### src/rtl/cpu_pkg.sv
// Shared CPU definitions: NOP encoding, default address width and the
// fetch FSM state type.
package cpu_pkg;

  localparam int          DEFAULT_ADDR_W = 8;
  localparam int          FETCH_DEPTH    = 2;
  localparam logic [31:0] NOP            = 32'd0;

  typedef enum logic [1:0] {
    BOOT     = 2'd0,
    RUN      = 2'd1,
    REDIRECT = 2'd2
  } fetchState_t;

endpackage

### src/rtl/fetch_buffer.sv
// Two-entry in-order instruction buffer holding an instruction word and its
// fetch address per entry; entry 0 is always the head.
module fetch_buffer
  import cpu_pkg::*;
#(
  parameter int ADDR_W = DEFAULT_ADDR_W
) (
  input  logic              clk,
  input  logic              rst_n,
  input  logic              push,
  input  logic [31:0]       pushData,
  input  logic [ADDR_W-1:0] pushAddr,
  input  logic              pop,
  input  logic              flush,
  output logic [31:0]       headData,
  output logic [ADDR_W-1:0] headAddr,
  output logic              full,
  output logic              empty,
  output logic [1:0]        count
);

  logic [31:0]       data0, data1;
  logic [ADDR_W-1:0] addr0, addr1;
  logic [1:0]        cnt;
  logic              doPush, doPop;

  assign doPop  = pop && (cnt != 2'd0);
  assign doPush = push && ((cnt != 2'd2) || doPop);

  assign headData = data0;
  assign headAddr = addr0;
  assign full     = (cnt == 2'd2);
  assign empty    = (cnt == 2'd0);
  assign count    = cnt;

  // A flush drops every entry; the fetch unit never pushes in a flush cycle.
  always_ff @(posedge clk or negedge rst_n) begin
    if (!rst_n) begin
      cnt   <= 2'd0;
      data0 <= NOP;
      data1 <= NOP;
      addr0 <= '0;
      addr1 <= '0;
    end else if (flush) begin
      cnt <= 2'd0;
    end else begin
      case ({doPush, doPop})
        2'b01: begin
          data0 <= data1;
          addr0 <= addr1;
          cnt   <= cnt - 2'd1;
        end
        2'b10: begin
          if (cnt == 2'd0) begin
            data0 <= pushData;
            addr0 <= pushAddr;
          end else begin
            data1 <= pushData;
            addr1 <= pushAddr;
          end
          cnt <= cnt + 2'd1;
        end
        2'b11: begin
          if (cnt == 2'd1) begin
            data0 <= pushData;
            addr0 <= pushAddr;
          end else begin
            data0 <= data1;
            addr0 <= addr1;
            data1 <= pushData;
            addr1 <= pushAddr;
          end
        end
        default: begin
        end
      endcase
    end
  end

endmodule

### src/rtl/fetch_unit.sv
// Instruction fetch: issues one-cycle-latency memory reads, buffers returned
// words with their addresses and hands them to the decoder, with redirects.
module fetch_unit
  import cpu_pkg::*;
#(
  parameter int                ADDR_W   = DEFAULT_ADDR_W,
  parameter logic [ADDR_W-1:0] RESET_PC = '0
) (
  input  logic              clk,
  input  logic              rst_n,
  output logic [ADDR_W-1:0] imemAddr,
  output logic              imemRdEn,
  input  logic [31:0]       imemData,
  input  logic              jumpEn,
  input  logic [ADDR_W-1:0] jumpAddr,
  output logic [31:0]       rawData,
  output logic              rawValid,
  input  logic              rawReady,
  output logic [ADDR_W-1:0] pcOut
);

  fetchState_t       state, stateNext;
  logic [ADDR_W-1:0] pc, inFlightAddr;
  logic              inFlight;
  logic              issueAllowed, transfer, push, roomAhead;
  logic [2:0]        occupancy;

  logic [31:0]       headData;
  logic [ADDR_W-1:0] headAddr;
  logic              bufFull, bufEmpty;
  logic [1:0]        bufCount;

  fetch_buffer #(.ADDR_W(ADDR_W)) buffer (
    .clk      (clk),
    .rst_n    (rst_n),
    .push     (push),
    .pushData (imemData),
    .pushAddr (inFlightAddr),
    .pop      (transfer),
    .flush    (jumpEn),
    .headData (headData),
    .headAddr (headAddr),
    .full     (bufFull),
    .empty    (bufEmpty),
    .count    (bufCount)
  );

  assign rawValid = !bufEmpty;
  assign rawData  = rawValid ? headData : NOP;
  assign pcOut    = rawValid ? headAddr : '0;
  assign transfer = rawValid && rawReady;

  // Reads are never issued in a jump cycle, so the only stale read is the one
  // returning during the jump itself; it is dropped here.
  assign push = inFlight && !jumpEn;

  always_ff @(posedge clk or negedge rst_n) begin
    if (!rst_n) state <= BOOT;
    else        state <= stateNext;
  end

  always_comb begin
    stateNext    = state;
    issueAllowed = 1'b0;
    case (state)
      BOOT: begin
        stateNext = RUN;
      end
      RUN: begin
        issueAllowed = 1'b1;
        if (jumpEn) stateNext = REDIRECT;
      end
      REDIRECT: begin
        issueAllowed = 1'b1;
        stateNext    = jumpEn ? REDIRECT : RUN;
      end
      default: begin
        stateNext = BOOT;
      end
    endcase
  end

  // Issue decision uses only registered state and decoder/jump inputs, never
  // imemData, so entries + in-flight after this cycle never exceed two.
  assign occupancy = {1'b0, bufCount} + {2'b00, inFlight} - {2'b00, transfer};
  assign roomAhead = !bufFull || transfer;
  assign imemRdEn  = issueAllowed && !jumpEn && roomAhead && (occupancy < 3'd2);
  assign imemAddr  = pc;

  always_ff @(posedge clk or negedge rst_n) begin
    if (!rst_n) begin
      pc           <= RESET_PC;
      inFlight     <= 1'b0;
      inFlightAddr <= '0;
    end else begin
      inFlight <= imemRdEn;
      if (imemRdEn) inFlightAddr <= pc;
      if (jumpEn)        pc <= jumpAddr;
      else if (imemRdEn) pc <= pc + 1'b1;
    end
  end

endmodule

### config.mk
export PLATFORM = sky130hd
export DESIGN_NAME = fetch_unit
export DESIGN_NICKNAME = d
export VERILOG_FILES = /design/src/rtl/cpu_pkg.sv /design/src/rtl/fetch_buffer.sv /design/src/rtl/fetch_unit.sv
export SDC_FILE = /design/constraint.sdc
export NUM_CORES = 1
export LEC_CHECK = 0
export BUFFER_PORTS_ARGS = -buffer_cell sky130_fd_sc_hd__buf_2
export CAP_MARGIN = 20
export CELL_PAD_IN_SITES_DETAIL_PLACEMENT = 1
export CELL_PAD_IN_SITES_GLOBAL_PLACEMENT = 1
export CORE_UTILIZATION = 33
export DETAILED_ROUTE_END_ITERATION = 8
export HOLD_SLACK_MARGIN = 0.02
export PLACE_DENSITY = 0.65
export SLEW_MARGIN = 20
export SYNTH_ARGS = -nofsm -noshare
export SYNTH_HDL_FRONTEND = slang
export SYNTH_HIERARCHICAL = 1
export SYNTH_SLANG_ARGS = --single-unit
### constraint.sdc
create_clock -name clk -period 5.2 [get_ports clk]
set_clock_uncertainty 0.05 [all_clocks]
set_input_delay 1.04 -clock clk [delete_from_list [all_inputs] [get_ports clk]]
set_output_delay 1.04 -clock clk [all_outputs]
set_load 0.02 [all_outputs]
==> impl_metrics.csv <==
group,metric,value,unit
status,status,"finished, final reports clean",
grt,grt-ovfl-total,0,
pwr,power,0.003179,W
layout,nets,605,
layout,drive_above_1_share,30.40,%
synthesis,synth.net_count,524,
clocking,cts_buffers,9,
detailed_routing,drcViolationCount,0,
clocking,htreeDepth,3,
detailed_routing,wl_per_cell,15.81,um
place,placedCellCount,724,
timing,period_needed,4.362,ns
setup_path,max_stage_delay,0.54,ns
pwr,p_per_area,554.5,mW/mm^2
pwr,p_leak,2.683,nW
clocking,cts_root_buffer,"clkbuf_16",
grt,grt_max_degree,81,
layout,fillerInstances,1662,
layout,syn2layout_area_growth,17.49,%
grt,grt_pass1_wl,19400,um
setup_path,crit_top_cell,"inv_1",
synthesis,synth_area,0.004880,mm^2
timing,max-slew-margin-rel,38.72,%
layout,layout_commonest_cell,"dfrtp_1",
min_path,hold_class,"flop to flop",
setup_path,critical_path_class,"flop to primary output",
layout,final-seq-area,0.002527,mm^2
synthesis,yosysTopAreaCell,"dfrtp_1",
detailed_routing,num_vias,3666,
clocking,cts_buffer_depth,2,
setup_path,cp-endpoint,"imemRdEn",
floorplan,die_area,0.01528,mm^2
setup_path,cp-start-kind,"flop",
detailed_routing,via_per_inst,4.954,
pwr,irDropWorstVdd,0.2152,mV
setup_path,rr_endpoint,"imemAddr[5]",
layout,final_util,39.60,%
floorplan,die_width,123.6,um
flow_run,cap_violations,0,
floorplan,pin_count,94,
layout,diodes,0,
setup_path,crit_arrival,3.27,ns
layout,multi_input_area,0.002137,mm^2
setup_path,end_kind,"primary output",
clocking,ctsResizeCount,0,
synthesis,synth-seq-cells,101,
timing,achievable-frequency,0.2293,GHz
synthesis,ys_types,40,
min_path,holdPathStages,1,
timing,worstMarginPinSlew,0.9192,ns
setup_path,crit_fanout,18,
floorplan,start_util,33.70,%
setup_path,rr_worst_depth,12,
synthesis,netlist_instances,470,
clocking,cts_setup_buffers,0,
timing,drv_slew,0,
clocking,clock_latency,0.35,ns
synthesis,yosys_most_used_dff,"dfrtp_1",
synthesis,synth.avg_cell_area,10.38,um^2
clocking,cts_tree,"done",
timing,hold_violations,0,
detailed_routing,dr.pass1.iters,4,
place,portBuffers,93,
setup_path,cp_slowest_cell,"a211o_1",
timing,rsz0062_at_grt,"false",
detailed_routing,drtAntennaViolNets,0,
layout,final_cell_mix,"dfrtp_1, buf_2, nand2_1, mux2_2, nor2_1",
timing,holdWs,0.4558,ns
clocking,numClockSinks,101,
detailed_routing,drt-total-wl,11700,um
grt,grt_pass1_vias,3787,
layout,final_cells,740,
synthesis,async_flop_share,100.0,%
synthesis,seq_area_frac_synth,51.79,%
setup_path,r2r_start,"buffer/count[1]",
timing,setup-violations-final,0,
floorplan,fp.coreArea,0.01448,mm^2
clocking,cts_hold_buf,0,
timing,tns,0,ns
setup_path,startpoint,"buffer/count[1]",
synthesis,synth_edf_count,0,
grt,grt_usage,16.69,%
setup_path,rrSetupSlack,1.70,ns
setup_path,critPathRequiredTime,4.11,ns
timing,min_period_over_period,83.88,%
detailed_routing,drtIter0Drc,161,
floorplan,die_y,123.6,um
place,place.gp.congestion,0.7816,
floorplan,num_rows,44,
synthesis,ys_top_cells_by_area,"dfrtp_1, mux2_2, nand2_1, a31oi_1, nor2b_1",
setup_path,path_cells,"inv_1 > ha_2 > nand2b_4 > inv_1 > ha_1 > nand2b_1 > fa_1 > xor2_1 > a211o_1 > inv_6 > buf_2",
grt,antenna_found_initial,0,
clocking,path_clk_slew,0.07,ns
synthesis,yosys_warnings,6,
synthesis,yosys.area.top_type_share,51.79,%
place,detailed_place_hpwl,7521,um
-- layout make-up --
class                   instances  area share [%]
clock buffers                  13           4.540
clock inverters                 3          0.3274
inverters                      13          0.9385
multi-input cells             328           37.28
flip-flops and latches        101           44.09
well taps                     184           4.016
repair buffers                 98           8.817
-- registers in the layout (all words and copies together) (netlist names) --
signal,count
buffer/headData,32
buffer/data1,32
buffer/headAddr,8
inFlightAddr,8
buffer/addr1,8
state,2
imemAddr,8
buffer/count,2
inFlight,1
-- layer usage --
layer,global-route usage [%],up-vias,share of wire (%)
li1,-,1752,-
met1,21.83,1822,46
met2,27.12,77,48
met3,2.793,15,3.9
met4,7.304,0,2.0
met5,0,-,0
-- kinds of logic after synthesis --
family | synth area share (%)
simple gates | 18.82
flops | 51.79
compound gates | 8.231
mux | 13.18
buf+inv | 4.718
fa+ha+maj | 2.718
xor+xnor | 0.5386
-- power breakdown --
part	internal (W)	switching, W	total, W
clock network	0.000352	0.000296	0.000648
logic	0.000521	0.000627	0.00115
registers	0.00116	0.000221	0.00138
-- through the flow --
stage,cell area [um^2],setup slack (ns)
after CTS,5733,0.7771
after detailed placement,5454,0.8414
after floorplan,4880,1.486
after global placement,5454,0.8960
final,5733,0.8380
after global routing,5733,0.6145
-- worst min path at each step --
stage / start / end / slack [ns]
global placement: buffer/data1[21] / buffer/data1[21] / 0.44
detailed placement: buffer/data1[10] / buffer/data1[10] / 0.44
finish: buffer/data1[19] / buffer/data1[19] / 0.46
floorplan: inFlightAddr[2] / inFlightAddr[2] / 0.42
CTS: buffer/addr1[3] / buffer/addr1[3] / 0.46
global route: buffer/data1[28] / buffer/data1[28] / 0.47
-- critical path, delay by kind of cell, from the launching register on --
| family | cells | cell delay (ns) |
|---|---|---|
| buffers and inverters | 4 | 0.63 |
| adders and majority gates | 3 | 0.86 |
| and+or+nand+nor | 2 | 0.27 |
| xor gates and xnor gates | 1 | 0.18 |
| AOI/OAI and AO/OA | 1 | 0.54 |
| DFF | 1 | 0.45 |
-- cells in the mapped netlist (5+ instances only) --
cell type / number
a31oi_1: 40
buf_2: 9
buf_6: 6
clkbuf_1: 9
dfrtp_1: 101
ha_1: 9
inv_1: 12
mux2_2: 48
mux2i_1: 5
nand2_1: 86
nand3_1: 8
nor2_1: 48
nor2b_1: 40
o21ai_0: 7
Note: power is estimated with default switching activity, not from simulation.
